--- src/rtl/multicycle_ctrl_fsm.sv ---
// Multicycle MIPS control sequencer: Moore FSM with memory wait-state timeout and trap.
// Optional addi support is built when MCFSM_ADDI_EN is defined.
module multicycle_ctrl_fsm #(
  parameter int WAIT_LIMIT = 15,
  parameter int CNT_W      = 4
) (
  input  logic       clk,
  input  logic       reset,
  input  logic [5:0] opcode,
  input  logic       zero,
  input  logic       mem_ready,
  output logic       pc_en,
  output logic       iord,
  output logic       mem_read,
  output logic       mem_write,
  output logic       ir_write,
  output logic       reg_dst,
  output logic       mem_to_reg,
  output logic       reg_write,
  output logic       alu_src_a,
  output logic [1:0] alu_src_b,
  output logic [1:0] alu_op,
  output logic [1:0] pc_src,
  output logic       instr_done,
  output logic       trap,
  output logic       bus_err,
  output logic [3:0] state
);

  typedef enum logic [3:0] {
    FETCH  = 4'd0,
    DECODE = 4'd1,
    MEMADR = 4'd2,
    MEMRD  = 4'd3,
    MEMWB  = 4'd4,
    MEMWR  = 4'd5,
    EXEC   = 4'd6,
    ALUWB  = 4'd7,
    BRANCH = 4'd8,
    JUMP   = 4'd9,
`ifdef MCFSM_ADDI_EN
    ADDIEX = 4'd10,
    ADDIWB = 4'd11,
`endif
    TRAP   = 4'd15
  } state_t;

  localparam logic [5:0] OP_R   = 6'b000000;
  localparam logic [5:0] OP_LW  = 6'b100011;
  localparam logic [5:0] OP_SW  = 6'b101011;
  localparam logic [5:0] OP_BEQ = 6'b000100;
  localparam logic [5:0] OP_J   = 6'b000010;
`ifdef MCFSM_ADDI_EN
  localparam logic [5:0] OP_ADDI = 6'b001000;
`endif

  // pc_write/branch/fetch/memwr are qualifiers later combined with zero or mem_ready
  typedef struct packed {
    logic       iord;
    logic       mem_read;
    logic       mem_write;
    logic       reg_dst;
    logic       mem_to_reg;
    logic       reg_write;
    logic       alu_src_a;
    logic [1:0] alu_src_b;
    logic [1:0] alu_op;
    logic [1:0] pc_src;
    logic       pc_write;
    logic       branch;
    logic       fetch;
    logic       memwr;
    logic       done;
    logic       trap;
  } dec_t;

  function automatic dec_t decode(input state_t s);
    dec_t d;
    d = '0;
    case (s)
      FETCH:  begin d.mem_read = 1'b1; d.alu_src_b = 2'b01; d.fetch = 1'b1; end
      DECODE: begin d.alu_src_b = 2'b11; end
      MEMADR: begin d.alu_src_a = 1'b1; d.alu_src_b = 2'b10; end
      MEMRD:  begin d.mem_read = 1'b1; d.iord = 1'b1; end
      MEMWB:  begin d.mem_to_reg = 1'b1; d.reg_write = 1'b1; d.done = 1'b1; end
      MEMWR:  begin d.mem_write = 1'b1; d.iord = 1'b1; d.memwr = 1'b1; end
      EXEC:   begin d.alu_src_a = 1'b1; d.alu_op = 2'b10; end
      ALUWB:  begin d.reg_dst = 1'b1; d.reg_write = 1'b1; d.done = 1'b1; end
      BRANCH: begin
        d.alu_src_a = 1'b1; d.alu_op = 2'b01; d.pc_src = 2'b01;
        d.branch = 1'b1; d.done = 1'b1;
      end
      JUMP:   begin d.pc_src = 2'b10; d.pc_write = 1'b1; d.done = 1'b1; end
`ifdef MCFSM_ADDI_EN
      ADDIEX: begin d.alu_src_a = 1'b1; d.alu_src_b = 2'b10; end
      ADDIWB: begin d.reg_write = 1'b1; d.done = 1'b1; end
`endif
      TRAP:   begin d.trap = 1'b1; end
      default: d = '0;
    endcase
    return d;
  endfunction

  function automatic state_t next_state(input state_t s, input logic [5:0] op,
                                        input logic rdy, input logic tmo);
    state_t n;
    n = TRAP;
    case (s)
      FETCH:  n = rdy ? DECODE : (tmo ? TRAP : FETCH);
      DECODE: begin
        case (op)
          OP_R:          n = EXEC;
          OP_LW, OP_SW:  n = MEMADR;
          OP_BEQ:        n = BRANCH;
          OP_J:          n = JUMP;
`ifdef MCFSM_ADDI_EN
          OP_ADDI:       n = ADDIEX;
`endif
          default:       n = TRAP;
        endcase
      end
      MEMADR: n = (op == OP_LW) ? MEMRD : ((op == OP_SW) ? MEMWR : TRAP);
      MEMRD:  n = rdy ? MEMWB : (tmo ? TRAP : MEMRD);
      MEMWR:  n = rdy ? FETCH : (tmo ? TRAP : MEMWR);
      EXEC:   n = ALUWB;
`ifdef MCFSM_ADDI_EN
      ADDIEX: n = ADDIWB;
      MEMWB, ALUWB, BRANCH, JUMP, ADDIWB: n = FETCH;
`else
      MEMWB, ALUWB, BRANCH, JUMP: n = FETCH;
`endif
      TRAP:   n = TRAP;
      default: n = TRAP;
    endcase
    return n;
  endfunction

  state_t           st_r;
  dec_t             dec_r;
  logic [CNT_W-1:0] cnt_r;
  logic             bus_err_r;
  logic             is_mem_s;
  logic             timeout_s;
  state_t           nxt_s;

  assign is_mem_s  = (st_r == FETCH) || (st_r == MEMRD) || (st_r == MEMWR);
  assign timeout_s = is_mem_s && !mem_ready && (cnt_r == CNT_W'(WAIT_LIMIT));
  assign nxt_s     = next_state(st_r, opcode, mem_ready, timeout_s);

  // State, registered output decode of the next state, wait counter and sticky bus error
  always_ff @(posedge clk or posedge reset) begin
    if (reset) begin
      st_r      <= FETCH;
      dec_r     <= decode(FETCH);
      cnt_r     <= '0;
      bus_err_r <= 1'b0;
    end else begin
      st_r  <= nxt_s;
      dec_r <= decode(nxt_s);
      if (nxt_s != st_r) begin
        cnt_r <= '0;
      end else if (is_mem_s && !mem_ready) begin
        cnt_r <= cnt_r + 1'b1;
      end else begin
        cnt_r <= cnt_r;
      end
      if (timeout_s) begin
        bus_err_r <= 1'b1;
      end else begin
        bus_err_r <= bus_err_r;
      end
    end
  end

  assign iord       = dec_r.iord;
  assign mem_read   = dec_r.mem_read;
  assign mem_write  = dec_r.mem_write;
  assign reg_dst    = dec_r.reg_dst;
  assign mem_to_reg = dec_r.mem_to_reg;
  assign reg_write  = dec_r.reg_write;
  assign alu_src_a  = dec_r.alu_src_a;
  assign alu_src_b  = dec_r.alu_src_b;
  assign alu_op     = dec_r.alu_op;
  assign pc_src     = dec_r.pc_src;
  assign trap       = dec_r.trap;
  assign bus_err    = bus_err_r;
  assign state      = st_r;
  // Only the memory handshake and the branch condition bypass the registered decode
  assign ir_write   = dec_r.fetch & mem_ready;
  assign pc_en      = (dec_r.fetch & mem_ready) | dec_r.pc_write | (dec_r.branch & zero);
  assign instr_done = dec_r.done | (dec_r.memwr & mem_ready);

endmodule
--- config.mk ---
export PLATFORM = sky130hd
export DESIGN_NAME = multicycle_ctrl_fsm
export DESIGN_NICKNAME = d
export VERILOG_FILES = /design/src/rtl/multicycle_ctrl_fsm.sv
export SDC_FILE = /design/constraint.sdc
export NUM_CORES = 1
export LEC_CHECK = 0
export ABC_AREA = 0
export CAP_MARGIN = 30
export CORE_MARGIN = 2
export CORE_UTILIZATION = 45
export DETAILED_ROUTE_END_ITERATION = 8
export PLACE_DENSITY = 0.75
export SYNTH_ARGS = -nofsm -noshare
export SYNTH_HDL_FRONTEND = slang
export SYNTH_SLANG_ARGS = --single-unit
--- constraint.sdc ---
create_clock -name clk -period 2 [get_ports clk]
set_clock_uncertainty 0.2 [all_clocks]
set_input_delay 0.5 -clock clk [delete_from_list [all_inputs] [get_ports clk]]
set_output_delay 0.5 -clock clk [all_outputs]
set_load 0.02 [all_outputs]
==> flow_metrics.env, run 1 <==
export IMPL_status="finished, violations left"
export IMPL_violations="setup timing"
export IMPL_dieArea_um2=3800
export IMPL_syn_inst=152
export IMPL_synthArstFlopShare=1.00
export IMPL_clock_root_buffer="clkbuf_4"
export IMPL_setup_violations=21
export IMPL_fillers=153
export IMPL_chipWidth_um=61.6
export IMPL_dr_pass1_iters=5
export IMPL_fin_area_um2=2710
export IMPL_worst_slew_pin_slew_ns=0.617
export IMPL_antenna_found_initial=0
export IMPL_initial_core_util=0.481
export IMPL_slew_violations=0
export IMPL_ys_ff_latch=25
export IMPL_tritoncts="done"
export IMPL_ir_drop_mv=0.910
export IMPL_p_per_area_nw_per_um2=1760
export IMPL_drive_gt1_frac=0.557
export IMPL_cts_path_max_buffers=2
export IMPL_final_util=0.872
export IMPL_grtUsageTotal=0.278
export IMPL_cp_end_kind="flop"
export IMPL_core_area_um2=3100
export IMPL_place_area_um2=2120
export IMPL_synthesis_area_um2=1490
export IMPL_use_met3=0.0777
export IMPL_antenna_cells=0
export IMPL_min_period_ns=2.45
export IMPL_die_y_um=61.6
export IMPL_syn_area_per_cell_um2=9.83
export IMPL_reg2reg_to="dec_r[3]"
export IMPL_routed_wirelength_um=6430
export IMPL_met1_usage=0.314
export IMPL_grt_max_degree=26
export IMPL_dp_final_hpwl_um=2970
export IMPL_vias=1756
export IMPL_grt_pass1_vias=1591
export IMPL_num_io_pins=32
export IMPL_nets=258
export IMPL_synth_warning_count=0
export IMPL_synth_edf_count=0
export IMPL_r2r_cells=10
export IMPL_fmax_ghz=0.409
export IMPL_grt_remaining_overflow=0
export IMPL_r2r_start="state[1]"
export IMPL_viasPerCell=6.06
export IMPL_final_antenna_net_count=0
export IMPL_crit_required_ns=2.09
export IMPL_crit_arrival_ns=2.54
export IMPL_syn2layout_area_growth_pct=81.2
export IMPL_crit_fanout=7
export IMPL_report_final_hold_viol_count=0
export IMPL_htreeDepth=1
export IMPL_drc_errors=0
export IMPL_maxCapViolations=0
export IMPL_rsz0062_at_grt="true"
export IMPL_fin_tns_setup_ns=-6.32
export IMPL_grt_busiest_layer="met2"
export IMPL_fin_crit_sh=1.22
export IMPL_cp_start_kind="flop"
export IMPL_io_buffers=31
export IMPL_drt_iter0_markers=197
export IMPL_fin_ws_ns=-0.446
export IMPL_synth_nets=163
export IMPL_ys_flop_type="dfrtp_1"
export IMPL_crit_type="reg -> reg"
export IMPL_use_met2=0.501
export IMPL_clk_pin_slew_worst_paths_ns=0.16
export IMPL_wl_per_cell_um=22.2
export IMPL_numClockSinks=25
export IMPL_insertion_delay_ns=0.36
export IMPL_cts_buffers=3
export IMPL_min_delay_path_class="in -> async"
export IMPL_grt_pass1_wl_um=7490
export IMPL_hold_buffers=0
export IMPL_reg2reg_setup_slack_ns=-0.45
export IMPL_gp_congestion=0.908
export IMPL_synth_distinct_cells=49
export IMPL_relSlewSlack=0.583
export IMPL_leakagePower_uw=0.00136
export IMPL_rows=20
export IMPL_ys_seq_area_frac=0.421
-- worst max path at each step --
stage	slack (ns)	to	depth (start not counted)	startpoint
after floorplan	-0.19	cnt_r[1]	7	state[2]
after global placement	-0.72	cnt_r[3]	7	mem_ready
after detailed placement	-0.80	cnt_r[1]	7	mem_ready
after CTS	-0.32	cnt_r[1]	7	state[1]
after global routing	-0.47	cnt_r[3]	9	state[2]
final	-0.45	dec_r[3]	10	state[1]
-- cells by family after synthesis --
kind of cell    Yosys count  share of synthesized area
flops                    25                      0.421
buf+inv                  20                     0.0779
xor+xnor                 10                     0.0586
compound gates           33                      0.177
mux                       1                    0.00670
simple gates             62                      0.250
fa+ha+maj                 1                    0.00837
-- power breakdown --
group | total [uW] | switching [uW] | internal [uW]
Clock | 251 | 174 | 77.1
Combinational | 3730 | 1910 | 1820
Sequential | 783 | 109 | 674
-- through the flow --
step | total power (uW) | std cells | worst slack (ns) | hold WS (ns)
6_report | 4760 | 290 | -0.446 | 0.280
5_1_grt | 4940 | 290 | -0.473 | 0.308
4_1_cts | 3970 | 280 | -0.323 | 0.305
3_5_place_dp | 3090 | 254 | -0.798 | 0.278
3_3_place_gp | 3030 | 254 | -0.720 | 0.263
2_1_floorplan | 2270 | 152 | -0.195 | 0.325
-- layout by cell type (no fill, tap or decap), types with 4 or more instances in the layout --
cell type	n
buf_12	4
nor2_1	7
buf_4	56
nor3_2	6
xor2_1	4
nor2b_1	4
dlygate4sd2_1	13
dfrtp_2	4
dlymetal6s2s_1	9
dfrtp_1	18
a21oi_1	6
nand2_1	7
buf_6	15
-- final cells by class --
cell class | count | area [um2] | share of cell area
multi-input combinational | 107 | 1010 | 0.373
timing repair buffer | 105 | 956 | 0.353
sequential | 25 | 634 | 0.234
tap | 44 | 55.1 | 0.0203
clock buffer | 3 | 22.5 | 0.00832
inverter | 5 | 21.3 | 0.00786
clock inverter | 1 | 7.51 | 0.00277
-- synthesized netlist by cell type, types with 5 or more instances --
cell / instances / area [um2]
inv_1: 5 / 18.8
nor4_1: 5 / 31.3
xor2_1: 6 / 52.6
dfrtp_1: 22 / 551
nor2_1: 11 / 41.3
a21oi_1: 7 / 35.0
buf_2: 6 / 30.0
nand2_1: 9 / 33.8
nor3_1: 9 / 45.0
nor2b_1: 5 / 31.3
buf_4: 7 / 52.6
-- layer usage --
| metal | share of wire | wire (um) |
|---|---|---|
| met4 | 0.058 | 374 |
| met1 | 0.36 | 2310 |
| met3 | 0.092 | 590 |
| met2 | 0.49 | 3160 |
| met5 | 0 | 0 |
-- worst max-delay path, stage by stage, from the launching register on --
cell      delay, ns
dfrtp_2        0.47
buf_12         0.15
xor2_4         0.15
o211ai_1       0.34
nor2_4         0.08
buf_6          0.13
nor4_4         0.29
buf_6          0.17
buf_6          0.10
nand2b_4       0.08
nor3_4         0.20
-- what timing repair did --
action                                  4_1_cts  5_1_grt
buffers inserted                             23       11
endpoints found under the setup margin       34       33
pin swaps                                    14       12
hold endpoints to repair                      0        0
gates resized for setup                      66       50
(Power assumes the default switching activity.)
==> inputs of run 2 (changes only) <==
- CORE_UTILIZATION: 45 -> 30
- PLACE_DENSITY: 0.75 -> 0.54
==> run 2 against run 1 <==
Effect of this change: the run still ends with setup timing left; worst hold slack got worse by 0.011 ns; via count down 15%; design area down 4.3%; sequential cell count unchanged; die area is 46% higher; non-clock buffer count shrank 9; sequential power fell by 2%; utilization is 33 points lower; register-to-register slack better by 0.12 ns.
==> flow_metrics.env, run 2 (synthesis results as in run 1) <==
export IMPL_status="finished, violations left"
export IMPL_violations="setup timing"
export IMPL_antenna_cells=0
export IMPL_fin_area_um2=2590
export IMPL_place_area_um2=2170
export IMPL_dp_cells=278
export IMPL_fin_crit_sh=1.16
export IMPL_drc_errors=0
export IMPL_r2r_cells=6
export IMPL_min_period_ns=2.32
export IMPL_routed_wirelength_um=4620
export IMPL_grt_pass1_wl_um=7600
export IMPL_reg2reg_setup_slack_ns=-0.32
export IMPL_grt_remaining_overflow=0
export IMPL_cts_path_max_buffers=2
export IMPL_wl_per_cell_um=15.2
export IMPL_reg2reg_to="cnt_r[2]"
export IMPL_seqCellArea_um2=634
export IMPL_core_area_um2=4750
export IMPL_final_antenna_net_count=0
export IMPL_drive_gt1_frac=0.540
export IMPL_cp_start_kind="flop"
export IMPL_hold_buffers=0
export IMPL_fin_ws_ns=-0.321
export IMPL_ir_drop_mv=0.586
export IMPL_drt_iter0_markers=68
export IMPL_holdWs_ns=0.269
export IMPL_initial_core_util=0.314
export IMPL_dp_final_hpwl_um=3100
export IMPL_fmax_ghz=0.431
export IMPL_fillers=422
export IMPL_numClockSinks=25
export IMPL_multi_input_area_um2=958
export IMPL_dieArea_um2=5560
export IMPL_viasPerCell=4.91
export IMPL_setup_violations=18
export IMPL_grt_max_degree=26
export IMPL_crit_fanout=5
export IMPL_grt_pass1_vias=1579
export IMPL_nets=249
export IMPL_gp_congestion=0.856
export IMPL_chipWidth_um=74.6
export IMPL_leakagePower_uw=0.00115
export IMPL_final_common_cell="buf_4"
export IMPL_relSlewSlack=0.638
export IMPL_report_final_hold_viol_count=0
export IMPL_num_io_pins=32
export IMPL_antenna_found_initial=0
export IMPL_htreeDepth=1
export IMPL_syn2layout_area_growth_pct=73.5
export IMPL_tritoncts="done"
export IMPL_crit_arrival_ns=2.32
export IMPL_rows=25
export IMPL_final_cell_count_no_fill=304
export IMPL_clock_root_buffer="clkbuf_8"
export IMPL_crit_required_ns=2.00
export IMPL_worst_slew_pin_slew_ns=0.538
export IMPL_crit_type="reg -> reg"
export IMPL_clk_pin_slew_worst_paths_ns=0.09
export IMPL_r2r_start="state[3]"
export IMPL_min_delay_path_class="reg -> reg"
export IMPL_cp_end_kind="flop"
export IMPL_fin_total_pwr_uw=4260
export IMPL_hold_end="bus_err"
export IMPL_hp_start="bus_err"
export IMPL_whs_path_depth=1
export IMPL_io_buffers=31
export IMPL_mostFrequentLayoutCells="50 x buf_4, 18 x dfrtp_1, 14 x clkdlybuf4s50_1"
export IMPL_insertion_delay_ns=0.27
export IMPL_cts_buffers=3
export IMPL_maxCapViolations=0
export IMPL_rsz0062_at_grt="true"
export IMPL_slew_violations=0
export IMPL_vias=1492
export IMPL_grtUsageTotal=0.181
export IMPL_dr_pass1_iters=4
export IMPL_die_y_um=74.6
export IMPL_p_per_area_nw_per_um2=1640
## run 2: cell count changes in the layout (fill, tap and decap cells not counted), moves of 3 or more
cell / delta
buf_4: -6
buf_6: -7
clkbuf_4: -3
clkbuf_8: +3
clkdlybuf4s50_1: +12
dlygate4sd2_1: -6
dlymetal6s2s_1: -8
inv_1: +3
xor2_2: +3
## run 2: metal layers
layer	wire (um)	GRT usage
met1	1840	0.214
met2	2560	0.329
met3	170	0.0312
met4	53	0.0595
met5	0	0
## run 2: worst max path at each step
stage / to / cells after the start / slack (ns) / start
3_3_place_gp: cnt_r[0] / 8 / -0.74 / opcode[1]
5_1_grt: cnt_r[2] / 6 / -0.41 / state[3]
3_5_place_dp: mem_read / 8 / -0.78 / opcode[0]
6_report: cnt_r[2] / 6 / -0.32 / state[3]
2_1_floorplan: cnt_r[1] / 7 / -0.19 / state[2]
4_1_cts: cnt_r[0] / 7 / -0.26 / state[2]
## run 2: where the power goes
group	internal, uW	total (uW)	switching [uW]
Combinational	1610	3180	1570
Sequential	674	767	93.4
Clock	141	306	164
## run 2: area by class of cell
cell class / instances / area share
clock inverter: 1 / 0.00290
sequential: 25 / 0.245
multi-input combinational: 107 / 0.370
timing repair buffer: 96 / 0.327
clock buffer: 3 / 0.0159
inverter: 5 / 0.00724
tap: 67 / 0.0324
## run 2: per-stage QoR
stage	worst slack (ns)	TNS, ns	util
after global placement	-0.743	-15.41	0.457
after CTS	-0.259	-3.26	0.518
final	-0.321	-3.11	0.545
after floorplan	-0.195	-1.14	-
after detailed placement	-0.781	-15.73	0.457
after global routing	-0.408	-4.58	0.545
## run 2: worst max-delay path, stage by stage, from the launching register on
cell       delay [ns]
dfrtp_2          0.47
buf_2            0.19
a2111oi_4        0.31
o32a_1           0.28
a21oi_1          0.09
or4_4            0.57
nor3_2           0.13
## run 2: timing repair
action                                  CTS  global route
gates cloned                              1             0
endpoints found under the setup margin   30            22
setup buffers                            14             7
gates resized for setup                  55            30
pin swaps                                16             9
